<file path="src/rtl/pci_bus_arbiter_if.sv">
// PCI arbitration bundle: per-master REQ#/GNT#, shared FRAME#/IRDY# and owner status.
// The arbiter uses the master modport; initiators and the bus model use the slave modport.
interface pci_bus_arbiter_if #(
  parameter int NUM_MASTERS = 4
);
  localparam int IDX_W = $clog2(NUM_MASTERS);

  logic [NUM_MASTERS-1:0] req_n;
  logic                   frame;
  logic                   irdy;
  logic [NUM_MASTERS-1:0] gnt_n;
  logic [IDX_W-1:0]       owner;
  logic                   owner_valid;
  logic                   timeout;

  modport master (
    input  req_n, frame, irdy,
    output gnt_n, owner, owner_valid, timeout
  );

  modport slave (
    output req_n, frame, irdy,
    input  gnt_n, owner, owner_valid, timeout
  );
endinterface

</file>
<file path="src/rtl/pci_bus_arbiter.sv">
// Round-robin PCI bus arbiter. It grants one clock after it samples a request on an idle bus.
// Grants change only while the bus is idle. An unused grant is revoked after TIMEOUT clocks.
module pci_bus_arbiter #(
  parameter int NUM_MASTERS = 4,
  parameter int TIMEOUT     = 16
) (
  input  logic              clk,
  input  logic              rst,
  pci_bus_arbiter_if.master bus
);
  localparam int IDX_W = $clog2(NUM_MASTERS);
  localparam int TMR_W = $clog2(TIMEOUT);

  typedef enum logic [1:0] {IDLE, GRANT, BUSY, TURN} state_t;

  state_t                 state, state_nxt;
  logic [NUM_MASTERS-1:0] gnt_q, gnt_nxt;
  logic [IDX_W-1:0]       owner_q, owner_nxt;
  logic [IDX_W-1:0]       rr_last, rr_last_nxt;
  logic                   owner_valid_q, owner_valid_nxt;
  logic                   timeout_q, timeout_nxt;
  logic [TMR_W-1:0]       timer, timer_nxt;
  logic [IDX_W-1:0]       win, cand;
  logic                   any_req;
  logic                   bus_idle;

  assign bus_idle = bus.frame & bus.irdy;

  // The search starts just past the last owner, so that master has the lowest priority next time.
  always_comb begin
    win     = '0;
    cand    = '0;
    any_req = 1'b0;
    for (int k = 1; k <= NUM_MASTERS; k++) begin
      cand = IDX_W'((int'(rr_last) + k) % NUM_MASTERS);
      if (!any_req && !bus.req_n[cand]) begin
        win     = cand;
        any_req = 1'b1;
      end
    end
  end

  always_ff @(posedge clk or posedge rst) begin
    if (rst) begin
      state         <= IDLE;
      gnt_q         <= '1;
      owner_q       <= '0;
      owner_valid_q <= 1'b0;
      timeout_q     <= 1'b0;
      timer         <= '0;
      rr_last       <= IDX_W'(NUM_MASTERS - 1);
    end else begin
      state         <= state_nxt;
      gnt_q         <= gnt_nxt;
      owner_q       <= owner_nxt;
      owner_valid_q <= owner_valid_nxt;
      timeout_q     <= timeout_nxt;
      timer         <= timer_nxt;
      rr_last       <= rr_last_nxt;
    end
  end

  always_comb begin
    state_nxt       = state;
    gnt_nxt         = gnt_q;
    owner_nxt       = owner_q;
    owner_valid_nxt = owner_valid_q;
    timeout_nxt     = 1'b0;
    timer_nxt       = timer;
    rr_last_nxt     = rr_last;
    case (state)
      IDLE: begin
        gnt_nxt         = '1;
        owner_valid_nxt = 1'b0;
        if (any_req && bus_idle) begin
          state_nxt       = GRANT;
          gnt_nxt[win]    = 1'b0;
          owner_nxt       = win;
          owner_valid_nxt = 1'b1;
          timer_nxt       = '0;
        end
      end
      GRANT: begin
        // A withdrawn request does not consume the master's round-robin turn.
        if (!bus.frame) begin
          state_nxt   = BUSY;
          gnt_nxt     = '1;
          rr_last_nxt = owner_q;
        end else if (bus.req_n[owner_q]) begin
          state_nxt       = TURN;
          gnt_nxt         = '1;
          owner_valid_nxt = 1'b0;
        end else if (timer == TMR_W'(TIMEOUT - 1)) begin
          state_nxt       = TURN;
          gnt_nxt         = '1;
          owner_valid_nxt = 1'b0;
          rr_last_nxt     = owner_q;
          timeout_nxt     = 1'b1;
        end else begin
          timer_nxt = timer + TMR_W'(1);
        end
      end
      BUSY: begin
        if (bus_idle) begin
          state_nxt       = TURN;
          owner_valid_nxt = 1'b0;
        end
      end
      TURN: begin
        state_nxt       = IDLE;
        gnt_nxt         = '1;
        owner_valid_nxt = 1'b0;
      end
      default: begin
        state_nxt       = IDLE;
        gnt_nxt         = '1;
        owner_valid_nxt = 1'b0;
      end
    endcase
  end

  assign bus.gnt_n       = gnt_q;
  assign bus.owner       = owner_q;
  assign bus.owner_valid = owner_valid_q;
  assign bus.timeout     = timeout_q;
endmodule

</file>
<file path="src/flat_wrapper.sv">
// flat-port wrapper written by rule: the top's interface ports become plain ports
module pci_bus_arbiter_flat 
#(
  parameter int NUM_MASTERS = 4,
  parameter int TIMEOUT     = 16
)
  (clk, rst, bus_req_n, bus_frame, bus_irdy, bus_gnt_n, bus_owner, bus_owner_valid, bus_timeout);
  pci_bus_arbiter_if #(.NUM_MASTERS(NUM_MASTERS)) bus_i ();
  input  logic clk;
  input  logic rst;
  input wire logic [$bits(bus_i.req_n)-1:0] bus_req_n;
  input wire logic [$bits(bus_i.frame)-1:0] bus_frame;
  input wire logic [$bits(bus_i.irdy)-1:0] bus_irdy;
  output wire logic [$bits(bus_i.gnt_n)-1:0] bus_gnt_n;
  output wire logic [$bits(bus_i.owner)-1:0] bus_owner;
  output wire logic [$bits(bus_i.owner_valid)-1:0] bus_owner_valid;
  output wire logic [$bits(bus_i.timeout)-1:0] bus_timeout;
  assign bus_i.req_n = bus_req_n;
  assign bus_i.frame = bus_frame;
  assign bus_i.irdy = bus_irdy;
  assign bus_gnt_n = bus_i.gnt_n;
  assign bus_owner = bus_i.owner;
  assign bus_owner_valid = bus_i.owner_valid;
  assign bus_timeout = bus_i.timeout;
  pci_bus_arbiter #(.NUM_MASTERS(NUM_MASTERS), .TIMEOUT(TIMEOUT)) u_core (.clk(clk), .rst(rst), .bus(bus_i));
endmodule
</file>
<file path="config.mk">
export PLATFORM = sky130hd
export DESIGN_NAME = pci_bus_arbiter_flat
export DESIGN_NICKNAME = d
export VERILOG_FILES = /design/src/rtl/pci_bus_arbiter_if.sv /design/src/rtl/pci_bus_arbiter.sv /design/src/flat_wrapper.sv
export SDC_FILE = /design/constraint.sdc
export NUM_CORES = 1
export LEC_CHECK = 0
export ABC_AREA = 1
export CORE_UTILIZATION = 45
export DETAILED_ROUTE_END_ITERATION = 12
export PLACE_DENSITY_LB_ADDON = 0.05
export REMOVE_ABC_BUFFERS = 1
export SKIP_CTS_REPAIR_TIMING = 1
export SLEW_MARGIN = 15
export SYNTH_ARGS = -nofsm -noshare
export SYNTH_HDL_FRONTEND = slang
export SYNTH_SLANG_ARGS = --single-unit
export TNS_END_PERCENT = 100
</file>
<file path="constraint.sdc">
create_clock -name clk -period 1.91 [get_ports clk]
set_input_delay 0.382 -clock clk [delete_from_list [all_inputs] [get_ports clk]]
set_output_delay 0.382 -clock clk [all_outputs]
set_load 0.03 [all_outputs]
</file>
==> run_results.csv <==
group,metric,value,unit
timing,finalHoldViolCount,0,
synth,yosysMostFrequentCell,"nand2_1",
route,dr.pass1.iters,4,
worst_setup_path,critPathArrivalTime,1480,ps
synth,synth-async-reset-ratio,100,%
synth,ys_top_cells_by_area,"dfrtp_1 (19%), nand2_1 (15%), dfstp_2 (12%)",
global_route,grt_pass1_vias,1068,
clocking,cts_made_buffers,3,
timing,timing.hold.ws,448,ps
synth,synth_edf_count,0,
floorplanning,io_pins,16,
route,vias_per_cell,5.08,
flow_run,maxCapViolCount,0,
final_layout,design_area,1560,um^2
synth,yosysTopAreaCell,"dfrtp_1",
timing,timing.fmax,536,MHz
synth,netlist_instances,179,
timing,rsz0062_at_grt,"false",
worst_setup_path,critPathLaunchType,"flop",
final_layout,num-nets-final,215,
route,wirelength,2700,um
place,numPortBuffers,15,
floorplanning,die_width,55.9,um
place,place_area,1490,um^2
place,globalplace.congestion,0.916,
synth,synth_common_cells,"nand2_1 (54), inv_1 (19), nor2_1 (15)",
worst_setup_path,cp_max_fo,6,
timing,fin_crit,1870,ps
synth,ys_warn_count,0,
global_route,grt_start_max_net_pins,17,
timing,maxSlewViolCount,0,
global_route,track_usage,18.9,%
final_layout,drive_gt1_share,22.5,%
worst_setup_path,critPathBufInv,1,
synth,synth_area,1310,um^2
timing,setup_violations,0,
worst_setup_path,path_cells,"clkdlybuf4s50_1",
synth,synth.distinct_cells,27,
worst_setup_path,cp-end-kind,"output port",
route,ant_nets,0,
power_and_ir_drop,p_leak,0.782,nW
synth,ys_ff_latch,16,
power_and_ir_drop,p_per_area,1600,nW/um^2
synth,synth_ff_type,"dfrtp_1",
power_and_ir_drop,finalPower,2.49,mW
power_and_ir_drop,vdd.ir_drop.worst,0.804,mV
clocking,clock_latency,290,ps
floorplanning,row_count,19,
route,wire_per_inst,11.7,um
final_layout,diodes,0,
worst_setup_path,cp_slowest_cell,"clkdlybuf4s50_1",
global_route,antenna_found_initial,0,
floorplanning,initial_core_util,47.5,%
synth,synth_top_area_share,19.1,%
global_route,grt-ovfl-total,0,
final_layout,syn_to_final_growth,18.8,%
clocking,cts_buffer_depth,2,
floorplanning,die_area,3130,um^2
clocking,tritoncts,"yes",
worst_setup_path,crit_type,"reg2out",
clocking,clock-root-buffer,"clkbuf_4",
synth,avgSynthCellArea,7.31,um^2
clocking,clk_pin_slew,110,ps
timing,tightest_slew,615,ps
outcome,run_status,"complete, no violations",
clocking,cts_max_level,1,
clocking,clock-sinks,16,
timing,finClkSkew,12.8,ps
worst_setup_path,cp_slowest_stage_delay,710,ps
worst_setup_path,path_delay_family,"buffers and inverters",
synth,ys_seq_area_share,31.2,%
worst_hold_path,hold_path.class,"in2async",
floorplanning,core,2760,um^2
route,vias,1173,
route,drt_iter0_markers,46,
floorplanning,die_h,55.9,um
timing,slew_headroom,58.9,%
place,dp_hpwl,2170,um
timing,fin_crit_sh,97.7,%
global_route,grt_pass1_wl,4710,um
route,drc,0,
worst_setup_path,cp_data_required_time,1530,ps
==> metrics by stage <==
stage | utilization [%] | cells | setup WS, ps | setup TNS [ps]
final | 56.4 | 231 | 43.5 | 0
after global routing | 56.4 | 231 | 11.3 | 0
after floorplan | - | 177 | 359 | 0
after CTS | 55.3 | 230 | 7.75 | 0
after global placement | 54.0 | 226 | -34.9 | -173
after detailed placement | 54.0 | 226 | -71.3 | -527
==> per-layer routing <==
layer	part of all wire (%)	vias to the layer above	track usage [%]
met4	1.2	0	6.97
li1	-	613	-
met5	0	-	0
met3	2.1	4	3.02
met2	50	14	32.2
met1	46	542	24.3
==> power by group <==
part | switching (mW) | leakage [nW] | internal (mW) | total (mW)
Combinational | 1.01 | 0.569 | 0.612 | 1.62
Sequential | 0.144 | 0.192 | 0.492 | 0.636
Clock | 0.116 | 0.0210 | 0.116 | 0.232
Total | 1.27 | 0.782 | 1.22 | 2.49
==> cell type report <==
class | count | area (um^2)
Timing Repair Buffer | 19 | 203
Tap cell | 31 | 38.8
Clock buffer | 4 | 36.3
Multi-Input combinational cell | 140 | 788
Inverter | 21 | 81.3
Sequential cell | 16 | 408
Fill cell | 259 | 1200
==> worst paths after layout <==
kind                                     start                   to  slack [ps]  depth (start not counted)
min in group clk           u_core.bus.gnt_n[0]  u_core.bus.gnt_n[0]         510                          2
max in group asynchronous                  rst      u_core.state[1]        1050                          2
max                        u_core.bus.owner[0]         bus_owner[0]          40                          1
max reg2reg                  u_core.rr_last[0]      u_core.state[0]         220                         12
min                                        rst      u_core.timer[2]         450                          2
min reg2reg                u_core.bus.gnt_n[0]  u_core.bus.gnt_n[0]         510                          2
==> logic make-up (layout without fill, tap and decap cells) <==
family                     Yosys count  in the layout  share of synthesized area, %
DFF                                 16             16                          31.2
buffers and inverters               23             44                          8.60
xor gates and xnor gates             1              1                         0.669
AOI/OAI and AO/OA                   19             19                          8.99
adders and majority gates            6              6                          5.74
and+or+nand+nor                    114            114                          44.8
==> flip-flops by register name, summed over array words and instances (netlist names) <==
signal / cells
u_core.rr_last: 2
u_core.bus.owner: 2
u_core.timer: 4
u_core.state: 2
u_core.bus.gnt_n: 4
u_core.bus.timeout: 1
u_core.bus.owner_valid: 1
==> placed cells by master, fill, tap and decap left out, types with 4 or more instances in the layout <==
cell type and instances:
nand2_2 11, nand4_1 6, nand2_1 54, o21ai_2 4, dfrtp_1 10, clkdlybuf4s50_1 11
nand2_4 7, nand3_1 12, a21oi_1 7, o21ai_0 5, ha_1 6, nor2_1 15
dlymetal6s2s_1 4, inv_1 19, dfstp_2 6
Power figures use the tool's default switching activity.
